==> src/rtl/vending_pkg.sv <==
// -----------------------------------------------------------------------------
// vending_pkg
// Shared definitions for the vending controller:
//   - STATE_W / state_e : controller state encoding (IDLE, CREDIT, VEND, CHANGE)
//   - PRICE_TBL_MAX_W   : widest packed price table price_at() can accept
//   - price_at()        : pulls one price out of a packed price table
// -----------------------------------------------------------------------------
package vending_pkg;

    localparam int STATE_W = 2;

    typedef enum logic [STATE_W-1:0] {
        IDLE   = 2'd0,
        CREDIT = 2'd1,
        VEND   = 2'd2,
        CHANGE = 2'd3
    } state_e;

    localparam int PRICE_TBL_MAX_W = 128;

    // Returns the w-bit field at index idx of a packed table (entry 0 in the
    // LSBs), zero-extended to the full table width so callers can compare it
    // without truncating first.
    function automatic logic [PRICE_TBL_MAX_W-1:0] price_at(
        input logic [PRICE_TBL_MAX_W-1:0] tbl,
        input int                         idx,
        input int                         w
    );
        logic [PRICE_TBL_MAX_W-1:0] mask;
        mask = (PRICE_TBL_MAX_W'(1) << w) - PRICE_TBL_MAX_W'(1);
        return (tbl >> (idx * w)) & mask;
    endfunction

endpackage

==> src/rtl/vend_stock_bank.sv <==
// -----------------------------------------------------------------------------
// vend_stock_bank
// One down-counter per product. All counters load STOCK_INIT on reset; the
// selected counter decrements when a vend is accepted. A counter that has
// reached zero stays at zero and raises its empty flag.
// Ports:
//   clk, reset   : clock, synchronous active-high reset
//   take_i       : a vend of product take_sel_i is being accepted this cycle
//   take_sel_i   : product index to decrement
//   empty_o      : one flag per product, high when that product's stock is 0
// -----------------------------------------------------------------------------
module vend_stock_bank
    import vending_pkg::*;
#(
    parameter int NUM_PRODUCTS = 4,
    parameter int STOCK_INIT   = 3,
    parameter int SEL_W        = 2
) (
    input  logic                    clk,
    input  logic                    reset,
    input  logic                    take_i,
    input  logic [SEL_W-1:0]        take_sel_i,
    output logic [NUM_PRODUCTS-1:0] empty_o
);

    localparam int STOCK_W = (STOCK_INIT < 1) ? 1 : $clog2(STOCK_INIT + 1);
    localparam logic [STOCK_W-1:0] STOCK_LOAD = STOCK_W'(STOCK_INIT);

    logic [STOCK_W-1:0] stock_q [NUM_PRODUCTS];
    logic [STOCK_W-1:0] stock_d [NUM_PRODUCTS];

    always_comb begin
        for (int i = 0; i < NUM_PRODUCTS; i++) begin
            stock_d[i] = stock_q[i];
            if (take_i && (take_sel_i == SEL_W'(i)) && (stock_q[i] != '0)) begin
                stock_d[i] = stock_q[i] - 1'b1;
            end
        end
    end

    always_ff @(posedge clk) begin
        for (int i = 0; i < NUM_PRODUCTS; i++) begin
            if (reset) begin
                stock_q[i] <= STOCK_LOAD;
            end else begin
                stock_q[i] <= stock_d[i];
            end
        end
    end

    for (genvar g = 0; g < NUM_PRODUCTS; g++) begin : g_empty
        assign empty_o[g] = (stock_q[g] == '0);
    end

endmodule

==> src/rtl/vending_fsm_param.sv <==
// -----------------------------------------------------------------------------
// vending_fsm_param
// Vending controller: credit accumulator plus dispense/change sequencer in a
// single FSM (IDLE -> CREDIT -> VEND -> CHANGE -> IDLE).
// Optional feature: define STOCK_COUNT_EN to add per-product stock counters
// (vend_stock_bank) and the sold_out strobe; otherwise stock is unlimited and
// sold_out is tied low.
// Ports:
//   clk, reset     : prescaled clock, synchronous active-high reset
//   coin_valid     : one-cycle coin strobe, coin_value sampled with it
//   buy, sel       : purchase strobe and product index
//   cancel         : refund strobe
//   credit         : current credit
//   dispense       : high while the product is released
//   product        : last vended product index (held until the next vend)
//   change_valid   : one-cycle strobe, change_amount valid with it (else 0)
//   coin_reject    : one-cycle strobe, coin returned unaccepted
//   insufficient   : one-cycle strobe, buy refused (low credit / bad sel)
//   busy           : high in VEND or CHANGE
//   sold_out       : one-cycle strobe, buy refused for empty stock
// Handshake: every input is a single-cycle strobe with no ready; each strobe
// output is registered and appears exactly one cycle after its cause.
// -----------------------------------------------------------------------------
module vending_fsm_param
    import vending_pkg::*;
#(
    parameter int CREDIT_W        = 5,
    parameter int MAX_CREDIT      = 31,
    parameter int NUM_PRODUCTS    = 4,
    parameter logic [NUM_PRODUCTS*CREDIT_W-1:0] PRICE_TABLE = {5'd7, 5'd5, 5'd3, 5'd2},
    parameter int DISPENSE_CYCLES = 2,
    parameter int STOCK_INIT      = 3
) (
    input  logic                            clk,
    input  logic                            reset,
    input  logic                            coin_valid,
    input  logic [CREDIT_W-1:0]             coin_value,
    input  logic                            buy,
    input  logic [$clog2(NUM_PRODUCTS)-1:0] sel,
    input  logic                            cancel,
    output logic [CREDIT_W-1:0]             credit,
    output logic                            dispense,
    output logic [$clog2(NUM_PRODUCTS)-1:0] product,
    output logic                            change_valid,
    output logic [CREDIT_W-1:0]             change_amount,
    output logic                            coin_reject,
    output logic                            insufficient,
    output logic                            busy,
    output logic                            sold_out
);

    localparam int SEL_W = $clog2(NUM_PRODUCTS);
    localparam int CNT_W = $clog2(DISPENSE_CYCLES + 1);
    localparam logic [CNT_W-1:0]    VEND_LAST      = CNT_W'(DISPENSE_CYCLES - 1);
    localparam logic [CREDIT_W:0]   MAX_CREDIT_EXT = (CREDIT_W + 1)'(MAX_CREDIT);
    localparam logic [PRICE_TBL_MAX_W-1:0] PRICE_TABLE_EXT =
        {{(PRICE_TBL_MAX_W - NUM_PRODUCTS * CREDIT_W){1'b0}}, PRICE_TABLE};

    if (NUM_PRODUCTS < 2 || DISPENSE_CYCLES < 1 || STOCK_INIT < 0 ||
        MAX_CREDIT > (2 ** CREDIT_W) - 1 ||
        NUM_PRODUCTS * CREDIT_W > PRICE_TBL_MAX_W) begin : g_bad_params
        $error("vending_fsm_param: illegal parameter set");
    end

    state_e               state_q, state_d;
    logic [CREDIT_W-1:0]  credit_q, credit_d;
    logic [CREDIT_W-1:0]  price_q, price_d;
    logic [SEL_W-1:0]     product_q, product_d;
    logic [CNT_W-1:0]     vend_cnt_q, vend_cnt_d;
    logic                 dispense_q, dispense_d;
    logic                 change_valid_q, change_valid_d;
    logic [CREDIT_W-1:0]  change_amount_q, change_amount_d;
    logic                 coin_reject_q, coin_reject_d;
    logic                 insufficient_q, insufficient_d;

    logic [CREDIT_W:0]        coin_sum;     // one spare bit so overflow is visible
    logic [PRICE_TBL_MAX_W-1:0] price_sel;
    logic [PRICE_TBL_MAX_W-1:0] credit_ext;
    logic                     sel_bad;
    logic                     take;         // purchase accepted this cycle

    assign coin_sum   = {1'b0, credit_q} + {1'b0, coin_value};
    assign price_sel  = price_at(PRICE_TABLE_EXT, int'(sel), CREDIT_W);
    assign credit_ext = {{(PRICE_TBL_MAX_W - CREDIT_W){1'b0}}, credit_q};

    // sel can only point past the table when NUM_PRODUCTS is not a power of 2.
    if ((1 << SEL_W) > NUM_PRODUCTS) begin : g_sel_range
        localparam logic [SEL_W:0] NUM_SEL_EXT = (SEL_W + 1)'(NUM_PRODUCTS);
        assign sel_bad = ({1'b0, sel} >= NUM_SEL_EXT);
    end else begin : g_sel_full
        assign sel_bad = 1'b0;
    end

`ifdef STOCK_COUNT_EN
    logic [NUM_PRODUCTS-1:0] stock_empty;
    logic                    sold_out_q, sold_out_d;

    vend_stock_bank #(
        .NUM_PRODUCTS (NUM_PRODUCTS),
        .STOCK_INIT   (STOCK_INIT),
        .SEL_W        (SEL_W)
    ) u_stock (
        .clk        (clk),
        .reset      (reset),
        .take_i     (take),
        .take_sel_i (sel),
        .empty_o    (stock_empty)
    );
`endif

    always_comb begin
        state_d         = state_q;
        credit_d        = credit_q;
        price_d         = price_q;
        product_d       = product_q;
        vend_cnt_d      = vend_cnt_q;
        dispense_d      = dispense_q;
        change_valid_d  = 1'b0;
        change_amount_d = '0;
        coin_reject_d   = 1'b0;
        insufficient_d  = 1'b0;
        take            = 1'b0;
`ifdef STOCK_COUNT_EN
        sold_out_d      = 1'b0;
`endif
        case (state_q)
            IDLE, CREDIT: begin
                // Priority: cancel > coin > buy. A coin that loses to cancel
                // is handed back; a buy that loses to anything is dropped.
                if (cancel) begin
                    coin_reject_d = coin_valid;
                    if (credit_q != '0) begin
                        state_d         = CHANGE;
                        change_valid_d  = 1'b1;
                        change_amount_d = credit_q;
                    end
                end else if (coin_valid) begin
                    if (coin_sum <= MAX_CREDIT_EXT) begin
                        credit_d = coin_sum[CREDIT_W-1:0];
                        state_d  = (coin_sum == '0) ? IDLE : CREDIT;
                    end else begin
                        coin_reject_d = 1'b1;
                    end
                end else if (buy) begin
`ifdef STOCK_COUNT_EN
                    if (!sel_bad && stock_empty[sel]) begin
                        sold_out_d = 1'b1;
                    end else
`endif
                    if (sel_bad || (credit_ext < price_sel)) begin
                        insufficient_d = 1'b1;
                    end else begin
                        take       = 1'b1;
                        price_d    = price_sel[CREDIT_W-1:0];
                        product_d  = sel;
                        state_d    = VEND;
                        dispense_d = 1'b1;
                        vend_cnt_d = '0;
                    end
                end
            end
            VEND: begin
                coin_reject_d = coin_valid;
                if (vend_cnt_q == VEND_LAST) begin
                    dispense_d      = 1'b0;
                    state_d         = CHANGE;
                    change_valid_d  = 1'b1;
                    change_amount_d = credit_q - price_q;
                end else begin
                    vend_cnt_d = vend_cnt_q + 1'b1;
                end
            end
            CHANGE: begin
                coin_reject_d = coin_valid;
                credit_d      = '0;
                state_d       = IDLE;
            end
            default: begin
                state_d = IDLE;
            end
        endcase
    end

    always_ff @(posedge clk) begin
        if (reset) begin
            state_q         <= IDLE;
            credit_q        <= '0;
            price_q         <= '0;
            product_q       <= '0;
            vend_cnt_q      <= '0;
            dispense_q      <= 1'b0;
            change_valid_q  <= 1'b0;
            change_amount_q <= '0;
            coin_reject_q   <= 1'b0;
            insufficient_q  <= 1'b0;
        end else begin
            state_q         <= state_d;
            credit_q        <= credit_d;
            price_q         <= price_d;
            product_q       <= product_d;
            vend_cnt_q      <= vend_cnt_d;
            dispense_q      <= dispense_d;
            change_valid_q  <= change_valid_d;
            change_amount_q <= change_amount_d;
            coin_reject_q   <= coin_reject_d;
            insufficient_q  <= insufficient_d;
        end
    end

`ifdef STOCK_COUNT_EN
    always_ff @(posedge clk) begin
        if (reset) begin
            sold_out_q <= 1'b0;
        end else begin
            sold_out_q <= sold_out_d;
        end
    end
    assign sold_out = sold_out_q;
`else
    assign sold_out = 1'b0;
`endif

    assign credit        = credit_q;
    assign dispense      = dispense_q;
    assign product       = product_q;
    assign change_valid  = change_valid_q;
    assign change_amount = change_amount_q;
    assign coin_reject   = coin_reject_q;
    assign insufficient  = insufficient_q;
    assign busy          = (state_q == VEND) || (state_q == CHANGE);

endmodule

==> config.mk <==
export PLATFORM = sky130hd
export DESIGN_NAME = vending_fsm_param
export DESIGN_NICKNAME = d
export VERILOG_FILES = /design/src/rtl/vending_pkg.sv /design/src/rtl/vend_stock_bank.sv /design/src/rtl/vending_fsm_param.sv
export SDC_FILE = /design/constraint.sdc
export NUM_CORES = 1
export LEC_CHECK = 0
export CAP_MARGIN = 20
export CORE_MARGIN = 5
export CORE_UTILIZATION = 30
export CTS_BUF_LIST = sky130_fd_sc_hd__clkbuf_8 sky130_fd_sc_hd__clkbuf_16
export DETAILED_ROUTE_END_ITERATION = 10
export MAX_ROUTING_LAYER = met4
export PLACE_DENSITY_LB_ADDON = 0.25
export SKIP_CTS_REPAIR_TIMING = 1
export SLEW_MARGIN = 20
export SYNTH_ARGS = -nofsm -noshare
export SYNTH_HDL_FRONTEND = slang
export SYNTH_HIERARCHICAL = 1
export SYNTH_SLANG_ARGS = --single-unit
==> constraint.sdc <==
create_clock -name clk -period 6.01 [get_ports clk]
set_input_delay 0.9015 -clock clk [delete_from_list [all_inputs] [get_ports clk]]
set_output_delay 0.9015 -clock clk [all_outputs]
set_load 0.1 [all_outputs]
==> out/metrics.csv, run 1 <==
stage;metric;value;unit
outcome;status;completed;
worst_setup_path;path_cells;clkdlybuf4s50_1;
timing;setup_tns;0;ns
layout;n_fill_cell;397;
worst_setup_path;crit_type;reg2out;
timing;drv_slew;0;
worst_setup_path;crit_path_end_kind;output port;
timing;relSlewSlack;34.9;%
layout;n_antenna_cell;0;
routing;ant_nets;0;
worst_setup_path;r2r_end;state_q[0];
floorplan;ios;30;
placement;place_area;1590;um2
logic_synthesis;ys_ff_latch;22;
clock_tree;clk_latency;0.26;ns
logic_synthesis;synthesis.nets;168;
timing;fin_worst_skew;0.00643;ns
placement;routabilityCongestion;0.821;
timing;worstMarginPinSlew;0.974;ns
job;cap_violations;0;
timing;hold_viol;0;
global_routing;grt_max_degree;14;
clock_tree;clkTransAtPathRegs;0.08;ns
routing;dr.pass1.iters;4;
routing;drcViolationCount;0;
global_routing;grt_pass1_wl;4.62;mm
worst_setup_path;worstRegToRegCells;7;
timing;min_period;3.01;ns
worst_setup_path;critical-path-max-stage-delay;1.23;ns
clock_tree;clk_path_buf_depth;2;
routing;wl;2.81;mm
floorplan;row_count;23;
placement;dp_hpwl;2.33;mm
power_and_ir_drop;p_int;0.000329;W
clock_tree;clock-sinks;22;
layout;drive_gt1_share;7.69;%
logic_synthesis;seq_area_frac_synth;34.5;%
power_and_ir_drop;p_clk_share;24.9;%
power_and_ir_drop;powerDensity;333;nW/um2
logic_synthesis;synth_edf_count;0;
logic_synthesis;synthCells;143;
global_routing;overflow;0;
logic_synthesis;yosys-top-cells-area;dfxtp_1 (34%), ha_1 (11%), nor2_1 (7.9%);
floorplan;die_w;75.3;um
clock_tree;cts_made_buffers;3;
worst_setup_path;r2r_start;credit[1];
min_path;hold_path_depth;2;
floorplan;die_y;75.3;um
power_and_ir_drop;p_leak;0.653;nW
logic_synthesis;syn_area_per_cell;8.93;um2
layout;nets;195;
power_and_ir_drop;seqPwrFrac;33.3;%
placement;io_buffers;28;
timing;max_freq;0.332;GHz
routing;wl_per_cell;12.8;um
floorplan;core;4060;um2
timing;rsz0062_at_grt;false;
logic_synthesis;synth_area_leader_cell;dfxtp_1;
min_path;hp-start;dispense;
worst_setup_path;cp_data_required_time;5.11;ns
layout;stdcell_area;1660;um2
power_and_ir_drop;power_switching;0.000225;W
min_path;holdPathEnd;dispense;
logic_synthesis;synth_top_area_share;34.5;%
clock_tree;cts_tree;built;
worst_setup_path;critPathLaunchType;register;
floorplan;initial_core_util;31.5;%
global_routing;antenna_found_initial;0;
logic_synthesis;yosys_warnings;6;
worst_setup_path;crit_buf_inv;1;
global_routing;grt_pass1_vias;1076;
worst_setup_path;cpLargestDelayFamily;buffers and inverters;
layout;areaGrowthSynthToFinish;30.0;%
power_and_ir_drop;pwr-share-comb;41.7;%
logic_synthesis;synth_area;1280;um2
global_routing;grt_usage;10.9;%
worst_setup_path;path_max_fanout;9;
routing;vias_per_cell;4.89;
timing;setup-violations-final;0;
min_path;hp-class;reg2reg;
logic_synthesis;synthArstFlopShare;0;%
power_and_ir_drop;ir_drop;0.000144;V
power_and_ir_drop;switching_share;40.6;%
floorplan;dieArea;5660;um2
worst_setup_path;rrSetupSlack;3.63;ns
routing;vias;1070;
timing;fin_crit_sh;50.1;%
clock_tree;cts_root_buf;clkbuf_8;
routing;drt_iter0_drc;23;
worst_setup_path;cp.arrival;2.11;ns
logic_synthesis;ys_types;39;
worst_setup_path;slowest_stage;clkdlybuf4s50_1;
clock_tree;ctsHtreeMaxLevel;1;
logic_synthesis;synth_top_flop_cell;dfxtp_1;
==> registers in the layout, indices dropped and copies added, names as in the netlist, 2 cells and up <==
| name | cells |
|---|---|
| credit | 5 |
| price_q | 3 |
| vend_cnt_q | 2 |
| state_q | 2 |
| change_amount | 5 |
==> through the flow <==
step | std cells | worst slack, ns | util, % | hold slack, ns | power, W
finish | 219 | 3.00 | 40.9 | 0.471 | 0.000553
global route | 219 | 2.95 | 40.9 | 0.502 | 0.000584
CTS | 219 | 2.98 | 40.9 | 0.471 | 0.000560
detailed placement | 215 | 2.81 | 39.2 | 0.459 | 0.000420
global placement | 215 | 2.88 | 39.2 | 0.455 | 0.000415
floorplan | 143 | 3.19 | - | 0.456 | 0.000368
==> Yosys cell counts, types with 2 or more instances <==
master    count
a21oi_1       9
nand2_1       7
dfxtp_1      22
or3_1         2
and2_1        2
xnor2_1       2
o21ai_0       3
a21o_1        4
o21ai_2       2
buf_4         2
nor2_1       27
a311oi_1      3
nor2b_1       2
o21ai_1       2
clkbuf_1      3
fa_1          2
xor2_1        2
mux2i_1       7
nor3_1        2
inv_1         6
ha_1         11
inv_2         2
a22oi_1       2
a211o_1       2
==> per-layer routing <==
metal  GRT usage (%)  up-vias  routed length [um]
met5               -        -                   0
met3            3.20        2                 112
li1                -      550                   -
met4            1.75        0                  17
met1            12.7      503                1290
met2            18.8       15                1390
==> layout by cell type (no fill, tap or decap), types with 4 or more instances in the layout <==
cell | netlist | layout
clkdlybuf4s50_1 | 0 | 28
nand2_1 | 7 | 7
ha_1 | 11 | 11
a21oi_1 | 9 | 9
mux2i_1 | 7 | 7
dfxtp_1 | 22 | 22
inv_1 | 6 | 6
a21o_1 | 4 | 4
nor2_1 | 27 | 27
==> logic make-up (layout without fill, tap and decap cells) <==
family / Yosys count / in the layout / synth area share (%)
AND/OR/NAND/NOR: 47 / 47 / 17.5
multiplexers: 8 / 8 / 6.37
flip-flops: 22 / 22 / 34.5
XOR/XNOR: 4 / 4 / 2.74
AO/OA/AOI/OAI: 34 / 34 / 19.9
buffers and inverters: 14 / 40 / 4.80
adder cells (fa/ha/maj): 13 / 13 / 13.9
other: 1 / 1 / 0.294
==> final cells by class <==
type / instances / area (um2) / area share (%)
multi-input combinational: 107 / 776 / 46.7
clock buffer: 3 / 41.3 / 2.49
sequential: 22 / 440 / 26.5
timing repair buffer: 28 / 280 / 16.9
clock inverter: 1 / 30.0 / 1.81
tap: 50 / 62.6 / 3.77
inverter: 8 / 30.0 / 1.81
==> worst max path at each step <==
stage	from	cells after the start	end	slack [ns]
finish	credit[1]	1	credit[1]	3.00
detailed placement	coin_value[0]	9	state_q[0]	2.81
CTS	credit[1]	1	credit[1]	2.98
global placement	coin_value[0]	9	state_q[0]	2.88
global route	credit[1]	1	credit[1]	2.95
floorplan	credit[1]	7	state_q[0]	3.19
==> power groups by stage <==
stage	Clock, W	Combinational, W	Sequential, W
5_1_grt	0.000148	0.000249	0.000188
3_5_place_dp	0	0.000232	0.000188
4_1_cts	0.000142	0.000233	0.000185
6_report	0.000138	0.000231	0.000185
3_3_place_gp	0	0.000228	0.000187
2_1_floorplan	0	0.000131	0.000237
Note: power is estimated with default switching activity, not from simulation.
==> inputs of run 2 (changes only) <==
==> constraint.sdc (replaced) <==
create_clock -name clk -period 2.5 [get_ports clk]
set_input_delay 0.375 -clock clk [delete_from_list [all_inputs] [get_ports clk]]
set_output_delay 0.375 -clock clk [all_outputs]
set_load 0.1 [all_outputs]
==> out/metrics.csv, run 2 (synthesis results as in run 1) <==
stage;metric;value;unit
outcome;status;completed;
timing;fin_worst_skew;0.00633;ns
global_routing;grt_usage;12.1;%
job;cap_violations;0;
worst_setup_path;crit_path_start;coin_value[0];
layout;final_cell_mix;nor2_1 (27), buf_4 (24), dfxtp_1 (18);
worst_setup_path;critPathLaunchType;input port;
timing;hold_viol;0;
timing;max_freq;0.429;GHz
placement;io_buffers;28;
worst_setup_path;crit_path_end_kind;register;
layout;n_antenna_cell;0;
worst_setup_path;cp.arrival;2.48;ns
timing;min_period;2.33;ns
timing;setup_tns;0;ns
floorplan;die_y;75.3;um
timing;hold_ws;0.477;ns
power_and_ir_drop;powerDensity;800;nW/um2
routing;drt_iter0_drc;58;
placement;dp_hpwl;2.35;mm
routing;dr.pass1.iters;4;
worst_setup_path;cp_data_required_time;2.65;ns
clock_tree;cts_tree;built;
layout;n_fill_cell;404;
clock_tree;clk_latency;0.27;ns
worst_setup_path;cpLargestDelayFamily;compound AO/OA/AOI/OAI gates;
global_routing;grt_pass1_wl;5.04;mm
worst_setup_path;path_max_fanout;2;
clock_tree;clkTransAtPathRegs;0.08;ns
power_and_ir_drop;ir_drop;0.000340;V
routing;vias_per_cell;4.81;
placement;routabilityCongestion;0.844;
global_routing;overflow;0;
timing;fin_crit_sh;93.3;%
global_routing;grt_max_degree;14;
routing;drcViolationCount;0;
floorplan;core;4060;um2
worst_setup_path;crit_buf_inv;1;
routing;ant_nets;0;
floorplan;die_w;75.3;um
worst_setup_path;r2r_start;credit[1];
routing;vias;1088;
floorplan;dieArea;5660;um2
routing;wl_per_cell;13.0;um
clock_tree;clock-sinks;22;
timing;drv_slew;0;
worst_setup_path;crit_type;in2reg;
layout;drive_gt1_share;23.3;%
global_routing;antenna_found_initial;0;
min_path;hp-start;dispense;
timing;rsz0062_at_grt;false;
floorplan;ios;30;
clock_tree;clk_path_buf_depth;2;
layout;stdcell_area;1680;um2
routing;wl;2.93;mm
floorplan;initial_core_util;31.5;%
worst_setup_path;path_cells;clkdlybuf4s50_1, ha_1, fa_1, a21o_1, a21oi_1, xnor2_1, o41a_1, o21ai_1, a311oi_1;
clock_tree;cts_made_buffers;3;
placement;place_area;1600;um2
global_routing;grt_pass1_vias;1077;
floorplan;row_count;23;
clock_tree;ctsHtreeMaxLevel;1;
worst_setup_path;critical-path-max-stage-delay;0.42;ns
min_path;hp-class;reg2reg;
clock_tree;cts_root_buf;clkbuf_8;
layout;final_common_cell;nor2_1;
timing;setup_ws;0.167;ns
timing;setup-violations-final;0;
layout;nets;202;
power_and_ir_drop;p_leak;0.722;nW
placement;place_ws;-0.136;ns
worst_setup_path;slowest_stage;o41a_1;
layout;areaGrowthSynthToFinish;31.1;%
-- run 2: cell types whose count changed in the layout (fill, tap and decap cells not counted), sizes merged --
cell	before	now
buf	0	24
clkdlybuf4s50	28	11
-- run 2: where the power goes --
| group | switching, W | total, W | leakage, nW | internal [W] |
|---|---|---|---|---|
| Sequential | 0.0000505 | 0.000442 | 0.181 | 0.000391 |
| Combinational | 0.000373 | 0.000563 | 0.506 | 0.000190 |
| Clock | 0.000121 | 0.000335 | 0.0357 | 0.000214 |
-- run 2: final timing paths --
| kind | endpoint | slack [ns] | cells past startpoint |
|---|---|---|---|
| worst min-delay path | dispense | 0.48 | 2 |
| worst max register to register | state_q[0] | 0.33 | 7 |
| worst max-delay path | state_q[0] | 0.17 | 9 |
| worst min register to register | dispense | 0.48 | 2 |
-- run 2: final cells by class --
class	count	area, um2	area share (%)
tap	50	62.6	3.73
clock buffer	3	41.3	2.46
clock inverter	1	30.0	1.79
inverter	8	30.0	1.79
multi-input combinational	107	776	46.3
sequential	22	445	26.6
timing repair buffer	35	290	17.3
-- run 2: worst min-delay path, stage by stage (launching register included) --
cell	delay (ns)
dfxtp_1	0.33
nand2_1	0.06
a21oi_1	0.05
-- run 2: metal layers --
layer  GRT usage (%)  wire length, um
met2            20.1             1440
met1            14.6             1330
met5               -                0
met3            3.07              123
met4            3.50               38
-- run 2: stage by stage --
step / total power (W) / instances / util [%]
finish: 0.00134 / 226 / 41.3
global route: 0.00142 / 226 / 41.3
CTS: 0.00136 / 226 / 41.3
detailed placement: 0.00101 / 222 / 39.5
global placement: 0.00100 / 222 / 39.5
floorplan: 0.000887 / 143 / -
